$ cat src/rtl/parking_occupancy_counter.sv
// Lot occupancy bookkeeping fed by car_enter/car_exit pulses, with saturating count and sticky errors.
// Optional peak-occupancy output is enabled by defining OCC_PEAK_EN.
module parking_occupancy_counter #(
  parameter int CAPACITY = 15,
  parameter int WIDTH    = 4
) (
  input  logic             clk,
  input  logic             reset,
  input  logic             car_enter,
  input  logic             car_exit,
  input  logic             err_clr,
  output logic [WIDTH-1:0] count,
  output logic [WIDTH-1:0] avail,
  output logic             full,
  output logic             empty,
  output logic             overflow_err,
`ifdef OCC_PEAK_EN
  output logic             underflow_err,
  output logic [WIDTH-1:0] peak
`else
  output logic             underflow_err
`endif
);

  localparam logic [WIDTH-1:0] CAP_W = WIDTH'(CAPACITY);

  logic             r_enter_d;
  logic             r_exit_d;
  logic [WIDTH-1:0] r_count;
  logic             r_overflow;
  logic             r_underflow;

  logic             w_enter_evt;
  logic             w_exit_evt;
  logic [WIDTH-1:0] w_count_nxt;
  logic             w_ovf_set;
  logic             w_unf_set;

  // A level held across several cycles produces exactly one event.
  assign w_enter_evt = car_enter & ~r_enter_d;
  assign w_exit_evt  = car_exit  & ~r_exit_d;

  always_comb begin
    w_count_nxt = r_count;
    w_ovf_set   = 1'b0;
    w_unf_set   = 1'b0;
    if (w_enter_evt && !w_exit_evt) begin
      if (r_count == CAP_W) w_ovf_set = 1'b1;
      else                  w_count_nxt = r_count + WIDTH'(1);
    end else if (w_exit_evt && !w_enter_evt) begin
      if (r_count == '0) w_unf_set = 1'b1;
      else               w_count_nxt = r_count - WIDTH'(1);
    end
  end

  always_ff @(posedge clk or posedge reset) begin
    if (reset) begin
      r_enter_d   <= 1'b0;
      r_exit_d    <= 1'b0;
      r_count     <= '0;
      r_overflow  <= 1'b0;
      r_underflow <= 1'b0;
    end else begin
      r_enter_d   <= car_enter;
      r_exit_d    <= car_exit;
      r_count     <= w_count_nxt;
      // A new error in the same cycle as err_clr keeps the flag set.
      r_overflow  <= w_ovf_set | (r_overflow  & ~err_clr);
      r_underflow <= w_unf_set | (r_underflow & ~err_clr);
    end
  end

`ifdef OCC_PEAK_EN
  logic [WIDTH-1:0] r_peak;

  always_ff @(posedge clk or posedge reset) begin
    if (reset)                   r_peak <= '0;
    else if (w_count_nxt > r_peak) r_peak <= w_count_nxt;
  end

  assign peak = r_peak;
`endif

  assign count         = r_count;
  assign avail         = CAP_W - r_count;
  assign full          = (r_count == CAP_W);
  assign empty         = (r_count == '0);
  assign overflow_err  = r_overflow;
  assign underflow_err = r_underflow;

endmodule

$ cat config.mk
export PLATFORM = sky130hd
export DESIGN_NAME = parking_occupancy_counter
export DESIGN_NICKNAME = d
export VERILOG_FILES = /design/src/rtl/parking_occupancy_counter.sv
export SDC_FILE = /design/constraint.sdc
export NUM_CORES = 1
export LEC_CHECK = 0
export CAP_MARGIN = 5
export CORE_AREA = 2 2 39 41
export CTS_CLUSTER_SIZE = 8
export DETAILED_ROUTE_END_ITERATION = 7
export DIE_AREA = 0 0 41 43
export HOLD_SLACK_MARGIN = 0.1
export PLACE_DENSITY = 0.67
export SYNTH_ARGS = -nofsm -noshare
export SYNTH_HDL_FRONTEND = slang
export SYNTH_SLANG_ARGS = --single-unit
$ cat constraint.sdc
create_clock -name clk -period 2.3 [get_ports clk]
set_clock_uncertainty 0.15 [all_clocks]
set_input_delay 0.23 -clock clk [delete_from_list [all_inputs] [get_ports clk]]
set_output_delay 0.23 -clock clk [all_outputs]
set_load 0.02 [all_outputs]
==> flow_summary.yaml, run 1 <==
outcome:
  status: "finished clean"
grt:
  grt_first_pass_wirelength_mm: 1.61
  grt_start_max_net_pins: 9
  antenna_found_initial: 0
  grt_pass1_vias: 355
  gr-max-usage-layer: "met2"
  met1_usage_pct: 16.6
  overflow: 0
  met2_usage_pct: 21.3
  met3_usage_pct: 6.28
  grt_use_total_pct: 14.1
clock_network:
  ctsHoldBuffers: 1
  cts_tree: "yes"
  clk_path_buf_depth: 2
  ctsResizeCount: 0
  clk_pin_slew_worst_paths_ns: 0.05
  cts_buffers: 3
  clk_latency_ns: 0.26
  cts_max_level: 1
  clock-sinks: 8
  root_buffer: "clkbuf_4"
  post_cts_buffers: 0
worst_setup_path:
  cp_top_family: "buffers and inverters"
  slowest_stage: "clkdlybuf4s50_1"
  cp_max_fo: 6
  startpoint_type: "flop"
  slowest_delay_ns: 0.61
  cp_data_arrival_time_ns: 1.68
  critPathKind: "flop to primary output"
  path_cells: "and4_4 -> clkdlybuf4s50_1"
  crit_required_ns: 1.92
  worst-path-buf-inv: 1
  critPathCaptureType: "primary output"
synth:
  synth_area_leaders: "dfrtp_1 41%, ha_1 10%, inv_1 7.0%"
  avgSynthCellArea_sq_um: 11.8
  yosysTopAreaCellShare_pct: 41.3
  synth.distinct_cells: 19
  synthMuxAreaShare_pct: 7.24
  yosys.area_share.adder_pct: 14.5
  yosysWarnings: 0
  synth_compound_area_share_pct: 11.6
  synth_nets: 51
  yosys.area_share.xor_xnor_pct: 5.43
  synth_simple_gate_area_share_pct: 11.4
  yosys.area.top_type: "dfrtp_1"
  ys_ff_latch: 8
  syn_inst: 41
  yosysSeqAreaShare_pct: 41.3
  syn_area_sq_um: 484
  synth_top_family_by_area: "adder cells"
route:
  postRouteAntennaNets: 0
  drt-wirelength-per-cell_um: 11.8
  num_vias: 382
  drtPass1Iterations: 3
  drt_iter0_markers: 3
  totalWireLength_um: 967
  vias_per_cell: 4.66
  remaining_drc_errors: 0
placement:
  dp_slack_ns: -0.0334
  gp_routability_congestion: 0.743
  io_buffer_count: 16
  hpwlAfterDp_um: 765
final_layout:
  multi_input_area_sq_um: 243
  area_growth_pct: 51.7
  diodes: 0
  drive_above_1_share_pct: 21.2
  fill_cells: 131
  fin_nets: 78
  final-seq-area_sq_um: 200
timing:
  fmaxAchievable_ghz: 0.485
  finalHoldViolations: 0
  period_share_pct: 89.6
  setup_viol: 0
  final-max-slew-violation-count: 0
  post-route-min-period_ns: 2.06
  fin_ws_ns: 0.238
  worst_pin_slew_ns: 0.313
  rsz0062_at_grt: "no"
  relSlewSlack_pct: 79.1
  tns_ns: 0
  holdWs_ns: 0.285
power:
  p_per_area_nw_per_um2: 1240
  internal_power_uw: 535
  p_seq_share_pct: 29.5
  irDropWorstVdd_uv: 624
  netSwitchingFraction_pct: 41.2
  pwr-share-comb_pct: 58.2
  pwr-share-clk_pct: 12.3
  p_leak_nw: 0.345
  p_switching_uw: 375
job:
  drv_cap: 0
floorplanning:
  rows: 14
  io_pins: 17
  die_h_um: 43
  initial_core_util_pct: 35.0
  core_sq_um: 1380
  design.die.area_sq_um: 1760
  die_x_um: 41
worst_hold_path:
  hp-class: "input port to flop"
## worst reg2reg max path, cell delays in order, from the launching register on
cell     delay (ns)
dfrtp_1        0.36
nor2b_1        0.15
ha_1           0.19
inv_1          0.07
ha_1           0.26
a21o_1         0.17
a21oi_1        0.16
mux2i_1        0.23
xnor2_1        0.13
## worst paths after layout
path                                     from            end  slack (ns)  cells past startpoint
worst min-delay path                car_enter      r_enter_d        0.29                      1
worst max register to register      r_enter_d       count[3]        0.35                      8
max in group asynchronous               reset      r_enter_d        1.11                      3
worst max-delay path                 count[0]           full        0.24                      2
worst min register to register  underflow_err  underflow_err        0.34                      1
min in group asynchronous               reset       count[2]        0.65                      3
## layer usage
layer  wire length [um]  share of wire (%)  up-vias
met1                415                 43      175
met4                 17                1.8        0
li1                   -                  -      188
met5                  0                  0        -
met3                 62                6.4        3
met2                472                 49       16
## state kept, by name (all words and copies together), names as in the netlist
register and cells:
count 4, overflow_err 1, r_enter_d 1, r_exit_d 1, underflow_err 1
## logic make-up (layout without fill, tap and decap cells)
group | count (synthesis) | after routing
buf+inv | 10 | 35
xor+xnor | 3 | 3
fa+ha+maj | 5 | 5
mux | 3 | 3
compound gates | 6 | 6
simple gates | 6 | 6
flops | 8 | 8
## cell usage in the layout, fill, tap and decap left out
cell | synthesis | layout
xnor2_1 | 3 | 3
dlygate4sd3_1 | 0 | 1
a21oi_1 | 1 | 1
dfrtp_1 | 8 | 8
nor3_1 | 2 | 2
clkbuf_4 | 0 | 3
nor4_4 | 1 | 1
nor2b_1 | 1 | 1
buf_4 | 1 | 6
clkdlybuf4s50_1 | 0 | 16
a22o_1 | 1 | 1
ha_1 | 4 | 4
mux2_4 | 1 | 1
fa_1 | 1 | 1
a21o_2 | 1 | 1
mux2i_1 | 2 | 2
a21oi_4 | 1 | 1
a32o_1 | 1 | 1
a21o_1 | 1 | 1
nand2b_1 | 1 | 1
inv_1 | 9 | 9
and4_4 | 1 | 1
## cells in the mapped netlist
| cell type | number |
|---|---|
| a21o_1 | 1 |
| a21o_2 | 1 |
| a21oi_1 | 1 |
| a21oi_4 | 1 |
| a22o_1 | 1 |
| a32o_1 | 1 |
| and4_4 | 1 |
| buf_4 | 1 |
| dfrtp_1 | 8 |
| fa_1 | 1 |
| ha_1 | 4 |
| inv_1 | 9 |
| mux2_4 | 1 |
| mux2i_1 | 2 |
| nand2b_1 | 1 |
| nor2b_1 | 1 |
| nor3_1 | 2 |
| nor4_4 | 1 |
| xnor2_1 | 3 |
## cell type report
| cell class | instances | area share (%) |
|---|---|---|
| clock buffer | 3 | 3.07 |
| inverter | 9 | 4.60 |
| multi-input combinational | 23 | 33.0 |
| sequential | 8 | 27.3 |
| tap | 16 | 2.73 |
| timing repair buffer | 23 | 29.3 |
## metrics by stage
step	cells	total power [mW]	instance area (sq um)	utilization, %
2_1_floorplan	41	0.575	484	-
5_1_grt	82	0.975	734	53.1
3_5_place_dp	78	0.805	702	50.7
4_1_cts	82	0.923	734	53.1
6_report	82	0.909	734	53.1
3_3_place_gp	78	0.795	702	50.7
## power groups by stage
stage	clock (mW)	sequential (mW)	combinational [mW]
6_report	0.111	0.268	0.529
5_1_grt	0.123	0.279	0.572
4_1_cts	0.115	0.271	0.537
3_5_place_dp	0	0.273	0.532
3_3_place_gp	0	0.270	0.525
2_1_floorplan	0	0.308	0.268
Note: power is estimated with default switching activity, not from simulation.
==> run 2, diff against run 1 <==
Settings changed: HOLD_SLACK_MARGIN 0.1 to 0.08.
==> results of run 2 <==
The final DEF is identical to that of run 1; final timing and power are the same.
